$ cat src/rtl/dm_hart_agent.sv
// Hart-side park loop for the debug-memory SRAM port: halt announce, flag polling,
// WhereTo JAL decode, execution hand-off and the resume handshake.
module dm_hart_agent #(
   parameter int unsigned BusWidth      = 32,
   parameter int unsigned HartIdWidth   = 20,
   parameter int unsigned DmBaseAddress = 0,
   parameter int unsigned PollGap       = 0
) (
   input  logic                   clk_i,
   input  logic                   rst_ni,
   input  logic                   debug_req_i,
   input  logic [HartIdWidth-1:0] hartid_i,
   input  logic                   exec_done_i,
   input  logic                   exception_i,
   output logic                   req_o,
   output logic                   we_o,
   output logic [BusWidth-1:0]    addr_o,
   output logic [BusWidth-1:0]    wdata_o,
   output logic [BusWidth/8-1:0]  be_o,
   input  logic [BusWidth-1:0]    rdata_i,
   output logic                   halted_o,
   output logic                   exec_valid_o,
   output logic [BusWidth-1:0]    exec_addr_o,
   output logic                   resume_o
);

   localparam int unsigned BeWidth  = BusWidth / 8;
   localparam int unsigned OffWidth = 12;
   localparam int unsigned CntWidth = (PollGap > 1) ? $clog2(PollGap) : 1;

   localparam logic [OffWidth-1:0] OffHalted    = 12'h100;
   localparam logic [OffWidth-1:0] OffGoing     = 12'h108;
   localparam logic [OffWidth-1:0] OffResuming  = 12'h110;
   localparam logic [OffWidth-1:0] OffException = 12'h118;
   localparam logic [OffWidth-1:0] OffWhereTo   = 12'h300;
   localparam logic [OffWidth-1:0] OffFlags     = 12'h400;
   localparam logic [OffWidth-1:0] OffResumeTgt = 12'h808;
   localparam logic [6:0]          OpcJal       = 7'h6f;

   typedef enum logic [3:0] {
      IDLE, HALT_WR, FLAG_RD, FLAG_WAIT, POLL_WAIT, GOING_WR,
      WT_RD, WT_WAIT, EXEC, EXC_WR, RESUME_WR
   } state_e;

   state_e                state_q, state_d;
   logic [CntWidth-1:0]   cnt_q, cnt_d;
   logic [BusWidth-1:0]   exec_addr_q, exec_addr_d;
   logic                  req_q, req_d;
   logic                  we_q, we_d;
   logic [BusWidth-1:0]   addr_q, addr_d;
   logic [BusWidth-1:0]   wdata_q, wdata_d;
   logic [BeWidth-1:0]    be_q, be_d;
   logic                  halted_q, halted_d;
   logic                  exec_valid_q, exec_valid_d;
   logic                  resume_q, resume_d;

   logic [7:0]            flag_c;
   logic [OffWidth-1:0]   flag_off_c;
   logic [OffWidth-1:0]   tgt_c;

   // Full bus address of a 12-bit debug-memory offset.
   function automatic logic [BusWidth-1:0] bus_addr(input logic [OffWidth-1:0] off);
      return BusWidth'(DmBaseAddress) + BusWidth'(off);
   endfunction

   // Flag byte of this hart, its containing word, and the JAL target (only imm[11:0] survives the 12-bit wrap).
   assign flag_c     = rdata_i[{hartid_i[1:0], 3'b000} +: 8];
   assign flag_off_c = OffFlags + OffWidth'({hartid_i[HartIdWidth-1:2], 2'b00});
   assign tgt_c      = OffWhereTo + {rdata_i[20], rdata_i[30:21], 1'b0};

   // Next-state logic and next values of the registered outputs.
   always_comb begin
      state_d      = state_q;
      cnt_d        = cnt_q;
      exec_addr_d  = exec_addr_q;
      req_d        = 1'b0;
      we_d         = 1'b0;
      addr_d       = '0;
      wdata_d      = '0;
      be_d         = '0;

      unique case (state_q)
         IDLE:      if (debug_req_i) state_d = HALT_WR;
         HALT_WR:   state_d = FLAG_RD;
         FLAG_RD:   state_d = FLAG_WAIT;
         FLAG_WAIT: begin
            if (flag_c[0])         state_d = GOING_WR;
            else if (flag_c[1])    state_d = RESUME_WR;
            else if (PollGap == 0) state_d = FLAG_RD;
            else begin
               state_d = POLL_WAIT;
               cnt_d   = '0;
            end
         end
         POLL_WAIT: begin
            if (cnt_q == CntWidth'(PollGap - 1)) state_d = FLAG_RD;
            else                                 cnt_d   = cnt_q + CntWidth'(1);
         end
         GOING_WR:  state_d = WT_RD;
         WT_RD:     state_d = WT_WAIT;
         WT_WAIT: begin
            if (rdata_i[6:0] != OpcJal)      state_d = EXC_WR;
            else if (tgt_c == OffResumeTgt)  state_d = RESUME_WR;
            else begin
               state_d     = EXEC;
               exec_addr_d = bus_addr(tgt_c);
            end
         end
         EXEC: begin
            if (exception_i)      state_d = EXC_WR;
            else if (exec_done_i) state_d = HALT_WR;
         end
         EXC_WR:    state_d = HALT_WR;
         RESUME_WR: state_d = IDLE;
         default:   state_d = IDLE;
      endcase

      // Bus access of the state being entered, so it is on the pins during that state's cycle.
      unique case (state_d)
         HALT_WR: begin
            req_d = 1'b1; we_d = 1'b1; addr_d = bus_addr(OffHalted);
            wdata_d = BusWidth'(hartid_i);
         end
         FLAG_RD: begin
            req_d = 1'b1; addr_d = bus_addr(flag_off_c);
         end
         GOING_WR: begin
            req_d = 1'b1; we_d = 1'b1; addr_d = bus_addr(OffGoing);
         end
         WT_RD: begin
            req_d = 1'b1; addr_d = bus_addr(OffWhereTo);
         end
         EXC_WR: begin
            req_d = 1'b1; we_d = 1'b1; addr_d = bus_addr(OffException);
         end
         RESUME_WR: begin
            req_d = 1'b1; we_d = 1'b1; addr_d = bus_addr(OffResuming);
            wdata_d = BusWidth'(hartid_i);
         end
         default: ;
      endcase

      if (we_d) be_d = '1;
      halted_d     = (state_d != IDLE);
      exec_valid_d = (state_d == EXEC);
      resume_d     = (state_d == RESUME_WR);
   end

   // State, poll counter and output registers.
   always_ff @(posedge clk_i or negedge rst_ni) begin
      if (!rst_ni) begin
         state_q      <= IDLE;
         cnt_q        <= '0;
         exec_addr_q  <= '0;
         req_q        <= 1'b0;
         we_q         <= 1'b0;
         addr_q       <= '0;
         wdata_q      <= '0;
         be_q         <= '0;
         halted_q     <= 1'b0;
         exec_valid_q <= 1'b0;
         resume_q     <= 1'b0;
      end else begin
         state_q      <= state_d;
         cnt_q        <= cnt_d;
         exec_addr_q  <= exec_addr_d;
         req_q        <= req_d;
         we_q         <= we_d;
         addr_q       <= addr_d;
         wdata_q      <= wdata_d;
         be_q         <= be_d;
         halted_q     <= halted_d;
         exec_valid_q <= exec_valid_d;
         resume_q     <= resume_d;
      end
   end

   assign req_o        = req_q;
   assign we_o         = we_q;
   assign addr_o       = addr_q;
   assign wdata_o      = wdata_q;
   assign be_o         = be_q;
   assign halted_o     = halted_q;
   assign exec_valid_o = exec_valid_q;
   assign exec_addr_o  = exec_addr_q;
   assign resume_o     = resume_q;

endmodule

$ cat config.mk
export PLATFORM = sky130hd
export DESIGN_NAME = dm_hart_agent
export DESIGN_NICKNAME = d
export VERILOG_FILES = /design/src/rtl/dm_hart_agent.sv
export SDC_FILE = /design/constraint.sdc
export NUM_CORES = 1
export LEC_CHECK = 0
export CELL_PAD_IN_SITES_DETAIL_PLACEMENT = 0
export CELL_PAD_IN_SITES_GLOBAL_PLACEMENT = 1
export CORE_MARGIN = 1.5
export CORE_UTILIZATION = 28
export CTS_BUF_LIST = sky130_fd_sc_hd__clkbuf_4 sky130_fd_sc_hd__clkbuf_8
export DETAILED_ROUTE_END_ITERATION = 6
export PLACE_DENSITY = 0.88
export RECOVER_POWER = 25
export SETUP_SLACK_MARGIN = 0.15
export SYNTH_ARGS = -nofsm -noshare
export SYNTH_HDL_FRONTEND = slang
export SYNTH_SLANG_ARGS = --single-unit
$ cat constraint.sdc
create_clock -name clk_i -period 2.2 [get_ports clk_i]
set_input_delay 0.44 -clock clk_i [delete_from_list [all_inputs] [get_ports clk_i]]
set_output_delay 0.44 -clock clk_i [all_outputs]
set_load 0.05 [all_outputs]
Word level (Yosys, flattened, before mapping)
Cells that the tools add are included.
Widths: inputs -> output; s select.
{ "word_totals": {"wordCells": 56, "ff_bits": 90} }
{ "op_classes": {"n_bitwise": 2, "n_reduce_logical": 6, "shift": 1, "eq_ne": 18, "muxes": 15, "add_sub_neg": 3} }
{ "ops": {"columns": ["op", "n"], "rows": [
  ["$pmux 12 s6", 1],
  ["$pmux 4 s10", 1],
  ["$shiftx 32x6->2", 1],
  ["$mux 4", 7],
  ["$eq 4x3->1 const B", 6],
  ["$eq 4x4->1 const B", 5],
  ["$mux 20", 1],
  ["$add 10x12->12 const A", 1],
  ["$add 11x12->12 const A", 1],
  ["$eq 12x12->1 const B", 1],
  ["$eq 4x2->1 const B", 3],
  ["$eq 4x1->1 const B", 2],
  ["$ne 7x7->1 const B", 1],
  ["$reduce_or 6->1", 1],
  ["$logic_not 4->1", 1],
  ["$mux 2", 2],
  ["$reduce_bool 4->1", 1],
  ["$reduce_or 4->1", 1],
  ["$mux 1", 3],
  ["$reduce_and 3->1", 1],
  ["$not 1->1", 2],
  ["$reduce_or 2->1", 1],
  ["$add 1x1->1 const B", 1]
]} }

Logic depth before layout (Yosys ltp)
Gate-level depths: netlist of run 1.
{ "logic_depth": {"depth_word": 9, "depth_mapped": 8, "depth_no_buf": 8} }

Worst setup path before layout of run 1
No wires, ideal clock.
{ "synth_timing": {"path_type": "input -> register", "start": "in rdata_i[28]", "end": "reg exec_addr_q[5], in the netlist exec_addr_o[5]", "arrival_ps": 2259, "slack_ps": -187, "path_stages": 7, "setup_time_ps": 128, "path_buffers": 1, "t_required_ps": 2072, "path_cell_list": "inv_1 ha_1 xnor2_1 or4b_1 o31ai_2 buf_2 mux2_1"} }
{ "synth_via": {"elab_chain_len": 4} }
{ "synth_rtl": {"columns": ["item", "line_no", "text"], "rows": [
  ["start: declaration", "20", "input logic [BusWidth-1:0] rdata_i,"],
  ["$add 10x12->12", "69", "assign tgt_c = OffWhereTo + {rdata_i[20], rdata_i[30:21], 1'b0};"],
  ["$eq 12x12->1", "103", "else if (tgt_c == OffResumeTgt) state_d = RESUME_WR;"],
  ["$not 1->1 (no source line)", null, null],
  ["$reduce_and 3->1 (no source line)", null, null],
  ["end signal: assignment", "166", "exec_addr_q <= exec_addr_d;"],
  ["end: declaration", "47", "logic [BusWidth-1:0] exec_addr_q, exec_addr_d;"]
]} }
Every way passes these cells.
A chain may end at the register's enable or synchronous reset.

Final worst setup path of run 1
{ "layout_timing": {"start": "in rdata_i[5]", "end": "reg wdata_q[16], in the netlist wdata_o[16]"} }
{ "layout_via": {"elab_chain_len": 6} }
{ "layout_rtl": {"columns": ["item", "line_no", "text"], "rows": [
  ["$ne 7x7->1 (*)", "102", "if (rdata_i[6:0] != OpcJal) state_d = EXC_WR;"],
  ["$mux 2 (*)", "102", null],
  ["$pmux 4 s10 (*)", "82", "unique case (state_q)"],
  ["$eq 4x4->1 or $eq 4x1->1 (tied branches)", "119", "unique case (state_d)"],
  ["$reduce_or 2->1 (no source line) (*)", null, null],
  ["$mux 20 (*)", "119", null],
  ["named net wdata_d[16]", "51", "logic [BusWidth-1:0] wdata_q, wdata_d;"],
  ["end signal: assignment", "170", "wdata_q <= wdata_d;"],
  ["end: declaration", "51", null]
]} }
Mark *: on every way through the listed nets, which the timed path passes. The rest lies on a longest branch.

==> results.ini, run 1 <==
[logic_synthesis]
synth_fa_ha_area_frac = 0.004558
synth_area_sq_um = 2745
synth_warnings = 0
syn_area_per_cell_sq_um = 11.34
synth.area.mux_share = 0.04512
synth_seq_area_share = 0.4649
synthTopCellsByArea = dfrtp_1, buf_4, a21boi_2
synth-compound-area-share = 0.1623
ys.flop_type = dfrtp_1
synth_xor_area_frac = 0.01276
synth-edff-count = 0
yosys.area_share.simple = 0.1135
postSynth.asyncResetShare = 1.000
ys_ff_latch = 51
synth_cell_type_count = 53
yosys.area.top_type = dfrtp_1
yosysTopAreaCellShare = 0.4649
synth_top_family_by_area = buffers and inverters
synthCells = 242

[run]
maxCapViolCount = 0

[final_layout]
drive_gt1_frac = 0.2955
seq_area_sq_um = 1279
fillers = 875
final_common_cell = clkdlybuf4s50_1
multi_input_area_sq_um = 1231
final_cell_mix = clkdlybuf4s50_1, conb_1, dfrtp_1, buf_4, a21boi_2
finalNetCount = 436
syn2layout_area_growth_pct = 53.05
instances_no_fill = 509
utilization = 0.4483

[setup_path]
worstSetupStartpoint = rdata_i[5]
cp-start-kind = input port
crit_arrival_ns = 2.39
cp_max_fo = 7
r2r-start = state_q[3]
crit_type = in -> reg
endpoint_kind = register
crit_required_ns = 2.42

[detailed_routing]
routed_via_density = 4.161
antenna_left = 0
routed_wl_microns = 6818
drc_errors = 0
wl_per_cell_microns = 13.39
drtPass1Iterations = 4
first_iter_violations = 70
vias = 2118

[sta]
hold_viol_final = 0
tightest_slew_ns = 0.9916
fin_crit_sh = 0.9844
rsz0062_at_grt = true
relSlewSlack = 0.3389
maxSlewViolCount = 0
fin_crit_ns = 2.166
finalSetupViolCount = 0
fmax_ghz = 0.4617
clock_skew_ns = 0.003843

[cts]
root_buffer = clkbuf_8
cts.clk_slew.worst_paths_ns = 0.09
cts_inserted_buffers = 5
clock_sinks = 51
cts_tree = built
htreeDepth = 2
clockBufferDepth = 2
clock_latency_ns = 0.30

[global_route]
met2_usage = 0.2134
grt_pass1_vias = 2032
antenna_found_initial = 1
gr-max-usage-layer = met2
overflow = 0
grt_pass1_wl_microns = 9625
grt_max_degree = 23
met1_usage = 0.1377
grt.total_usage = 0.1193
grt_use_met3 = 0.03010

[die]
rows = 35
die_w_microns = 102.0
core_sq_um = 9371
initial_core_util = 0.2929
ios = 162
fp.dieH_microns = 102.0
dieArea_sq_um = 10410

[status]
outcome = finished clean

[pwr]
peakVddDrop_mv = 0.5325
p_leak_nw = 2.011
power_density_nw_per_um2 = 1210

[placed_design]
dp_cells = 486
io_buffers = 96
hpwl_microns = 5114
place.gp.congestion = 0.7947

[worst_hold_path]
holdCritPathClass = in -> async

[cell usage after synthesis (all sizes together) (2+ instances only)]
cell type / number
nor3b: 2
mux2: 7
nor2b: 2
nand2b: 4
and4b: 2
buf: 67
mux4: 2
nor4: 2
o31ai: 4
o21ai: 7
a21boi: 20
inv: 10
or4b: 2
nor2: 4
xnor2: 2
and3: 9
xor2: 2
dfrtp: 51
a31oi: 3
nand2: 14
and2: 2
[area by class of cell]
cell class                 instances  area share
inverter                          10     0.01310
antenna                            1   0.0005956
clock buffer                       6     0.01965
sequential                        51      0.3043
multi-input combinational        167      0.2930
tap                              129     0.03842
clock inverter                     2    0.003871
timing repair buffer             143      0.3270
[cell families (layout without fill, tap and decap cells)]
kind of cell | Yosys count | count (layout)
buffers and inverters | 78 | 161
AO/OA/AOI/OAI | 48 | 48
adder cells (fa/ha/maj) | 1 | 1
AND/OR/NAND/NOR | 50 | 50
other | 1 | 56
XOR/XNOR | 4 | 4
flip-flops | 51 | 51
multiplexers | 9 | 9
[critical path, stage by stage]
cell,delay [ns]
clkdlybuf4s50_1,0.39
and4b_2,0.23
buf_6,0.13
nand3_4,0.06
nor4_4,0.04
buf_4,0.16
or4b_4,0.61
buf_16,0.18
a21boi_2,0.16
[routing by layer]
layer / up-vias / share of wire
met5: - / 0
met3: 9 / 0.080
met1: 1012 / 0.39
li1: 986 / -
met2: 111 / 0.52
met4: 0 / 0.015
[path summary, 6_finish.rpt]
kind,slack [ns],cells after the start,endpoint
worst max register to register,0.07,6,wdata_o[16]
worst min register to register,0.50,2,exec_addr_o[8]
min in group clk_i,0.42,3,exec_addr_o[2]
max in group asynchronous,0.51,2,state_q[1]
worst min-delay path,0.28,1,wdata_o[14]
worst max-delay path,0.03,9,wdata_o[16]
[stage by stage]
| step | hold WS, ns | worst slack (ns) | cell area [sq um] | TNS [ns] | total power, W |
|---|---|---|---|---|---|
| finish | 0.2771 | 0.03430 | 4202 | 0 | 0.005084 |
| floorplan | 0.1444 | 0.01685 | 3028 | 0 | 0.003358 |
| global placement | 0.3898 | -0.7366 | 3896 | -30.81 | 0.004159 |
| global route | 0.3543 | 0.01093 | 4199 | 0 | 0.005363 |
| detailed placement | 0.3956 | -0.7876 | 3896 | -32.49 | 0.004182 |
| CTS | 0.06545 | 0.1118 | 4066 | 0 | 0.004936 |
[what timing repair did]
action	4_1_cts	5_1_grt
setup buffers	5	6
cloned	1	2
gates resized for setup	42	18
pin swaps	20	11
hold buffers	0	0
endpoints found under the setup margin	48	40
[where the power goes]
group          internal (W)  switching [W]  total, W
Clock              0.000257       0.000312  0.000569
Sequential          0.00116       0.000104   0.00127
Combinational       0.00138        0.00187   0.00325
Total               0.00279        0.00229   0.00508
[state kept, by name (all words and copies together) (netlist names), 4 cells and up]
signal,cells
state_q,4
exec_addr_o,11
addr_o,10
wdata_o,20
Note: power is estimated with default switching activity, not from simulation.
==> run 2, diff against run 1 <==
--- a/config.mk
+++ b/config.mk
@@ -8,10 +8,9 @@
 export CELL_PAD_IN_SITES_DETAIL_PLACEMENT = 0
 export CELL_PAD_IN_SITES_GLOBAL_PLACEMENT = 1
 export CORE_MARGIN = 1.5
-export CORE_UTILIZATION = 28
-export CTS_BUF_LIST = sky130_fd_sc_hd__clkbuf_4 sky130_fd_sc_hd__clkbuf_8
+export CORE_UTILIZATION = 25
 export DETAILED_ROUTE_END_ITERATION = 6
-export PLACE_DENSITY = 0.88
+export PLACE_DENSITY = 0.83
 export RECOVER_POWER = 25
 export SETUP_SLACK_MARGIN = 0.15
 export SYNTH_ARGS = -nofsm -noshare
==> constraint.sdc (replaced) <==
create_clock -name clk_i -period 1.83 [get_ports clk_i]
set_input_delay 0.366 -clock clk_i [delete_from_list [all_inputs] [get_ports clk_i]]
set_output_delay 0.366 -clock clk_i [all_outputs]
set_load 0.05 [all_outputs]
==> run 2 against run 1 <==
- the run now ends with negative setup slack left
- clock power is 22% higher
- worst setup slack worse by 0.44 ns
- sequential share of layout area is 1.6 points lower
- first-iteration DRC count is 26% higher
- global-route usage is 0.50 points higher
- count of clock-buffer cells in the layout stayed put
- non-clock buffer count is 13 higher
- cell count is 4.7% higher
- register-to-register slack worse by 0.48 ns
- clock skew is 0.0024 ns higher
- critical path depth is 2 lower
- sequential power is 20% higher
- critical path type is now reg -> reg
- highest routed layer unchanged
==> results.ini, run 2 (same netlist as run 1, synthesis figures left out) <==
[pwr]
peakVddDrop_mv = 0.8787
p_leak_nw = 2.237
power_density_nw_per_um2 = 1577

[detailed_routing]
wl_per_cell_microns = 14.38
vias = 2178
drtPass1Iterations = 4
drc_errors = 0
antenna_left = 0
routed_wl_microns = 7664
routed_via_density = 4.086
first_iter_violations = 88

[cts]
clock_latency_ns = 0.30
clockBufferDepth = 2
htreeDepth = 2
cts_tree = built
clock_sinks = 51
root_buffer = clkbuf_8
cts.clk_slew.worst_paths_ns = 0.10
cts_inserted_buffers = 5

[die]
dieArea_sq_um = 11620
core_sq_um = 10790
initial_core_util = 0.2543
die_w_microns = 107.8
rows = 38
fp.dieH_microns = 107.8
ios = 162

[placed_design]
place_area_sq_um = 3864
io_buffers = 96
place.gp.congestion = 0.7869
hpwl_microns = 5237

[sta]
clock_skew_ns = 0.006241
fin_crit_sh = 1.224
maxSlewViolCount = 0
tightest_slew_ns = 0.9993
fin_hold_ws_ns = 0.3513
rsz0062_at_grt = true
relSlewSlack = 0.3338
fin_crit_ns = 2.240
hold_viol_final = 0
fin_ws_ns = -0.4104
fmax_ghz = 0.4463
finalSetupViolCount = 42

[global_route]
grt_max_degree = 36
met2_usage = 0.2270
antenna_found_initial = 0
gr-max-usage-layer = met2
overflow = 0
grt_pass1_vias = 2130
grt_use_met3 = 0.02361
met1_usage = 0.1467
grt_pass1_wl_microns = 11270
grt.total_usage = 0.1244

[final_layout]
largest_reg_flops = 20
syn2layout_area_growth_pct = 61.71
design_area_sq_um = 4439
drive_gt1_frac = 0.4326
final_cell_mix = buf_4, conb_1, dfrtp_1, clkdlybuf4s50_1, dlygate4sd2_1
diodes = 0
final_common_cell = buf_4
finalNetCount = 450

[setup_path]
crit_arrival_ns = 2.48
crit_type = reg -> reg
cp-start-kind = register
endpoint_kind = register
cp_max_fo = 7
reg2regPathDepth = 7
crit_required_ns = 2.07

[worst_hold_path]
holdCritPathClass = in -> reg
min_delay_path_depth = 3

[run]
maxCapViolCount = 0

[status]
violations = negative setup slack
outcome = complete, but fails checks

==> run 2: cell count changes in the layout (fill, tap and decap cells not counted), sizes merged <==
cell	delta
diode	-1
dlygate4sd3	+1
dlygate4sd2	+21
clkinvlp	+1
buf	+42
clkdlybuf4s50	-43
clkdlybuf4s15	-1
dlymetal6s2s	-7
==> run 2: layout make-up <==
cell class,instances,area [sq um]
fill,1017,6354
timing repair buffer,156,1516
multi-input combinational,167,1305
sequential,51,1279
tap,140,175.2
clock buffer,6,82.58
inverter,10,57.56
clock inverter,2,16.27
timing repair inverter,1,7.507
==> run 2: through the flow <==
stage | instances | setup WS, ns | total power (W) | utilization | setup TNS (ns)
after floorplan | 296 | -0.2792 | 0.004047 | - | -9.528
after global placement | 496 | -1.047 | 0.004987 | 0.3580 | -45.45
after detailed placement | 496 | -1.092 | 0.005069 | 0.3580 | -47.39
after CTS | 524 | -0.3766 | 0.006717 | 0.3989 | -8.521
after global routing | 533 | -0.4657 | 0.007332 | 0.4113 | -13.96
final | 533 | -0.4104 | 0.006999 | 0.4113 | -11.09
==> run 2: path summary, 6_finish.rpt <==
| path | start | slack [ns] | end |
|---|---|---|---|
| max | state_q[3] | -0.41 | wdata_o[15] |
| min | rdata_i[28] | 0.35 | exec_addr_o[8] |
| max reg2reg | state_q[3] | -0.41 | wdata_o[15] |
| min reg2reg | exec_addr_o[2] | 0.49 | exec_addr_o[2] |
| max in group asynchronous | rst_ni | 0.25 | wdata_o[8] |
| min in group asynchronous | rst_ni | 0.76 | exec_addr_o[3] |
==> run 2: where the power goes <==
| part | leakage [nW] | switching [W] | internal (W) |
|---|---|---|---|
| sequential | 0.672 | 0.000131 | 0.00140 |
| clock | 0.0474 | 0.000386 | 0.000309 |
| combinational | 1.52 | 0.00258 | 0.00220 |
==> run 2: repair_timing <==
| item | in CTS | in global routing |
|---|---|---|
| endpoints found under the setup margin | 70 | 47 |
| resized for setup | 92 | 14 |
| pin swaps | 32 | 5 |
| gates cloned | 6 | 1 |
| buffers inserted | 13 | 8 |
| hold buffers | 1 | 0 |
| hold endpoints to repair | 8 | 0 |
==> run 2: worst max-delay path, cell delays in order, from the launching register on <==
cell      delay (ns)
dfrtp_2         0.46
and4b_2         0.33
a21bo_4         0.24
o2111a_2        0.16
or4b_4          0.55
buf_4           0.18
buf_12          0.13
a21boi_2        0.13
==> run 2: layer usage <==
layer	share of wire	routed length (microns)
met1	0.41	3143
met2	0.50	3850
met3	0.070	539
met4	0.017	131
met5	0	0
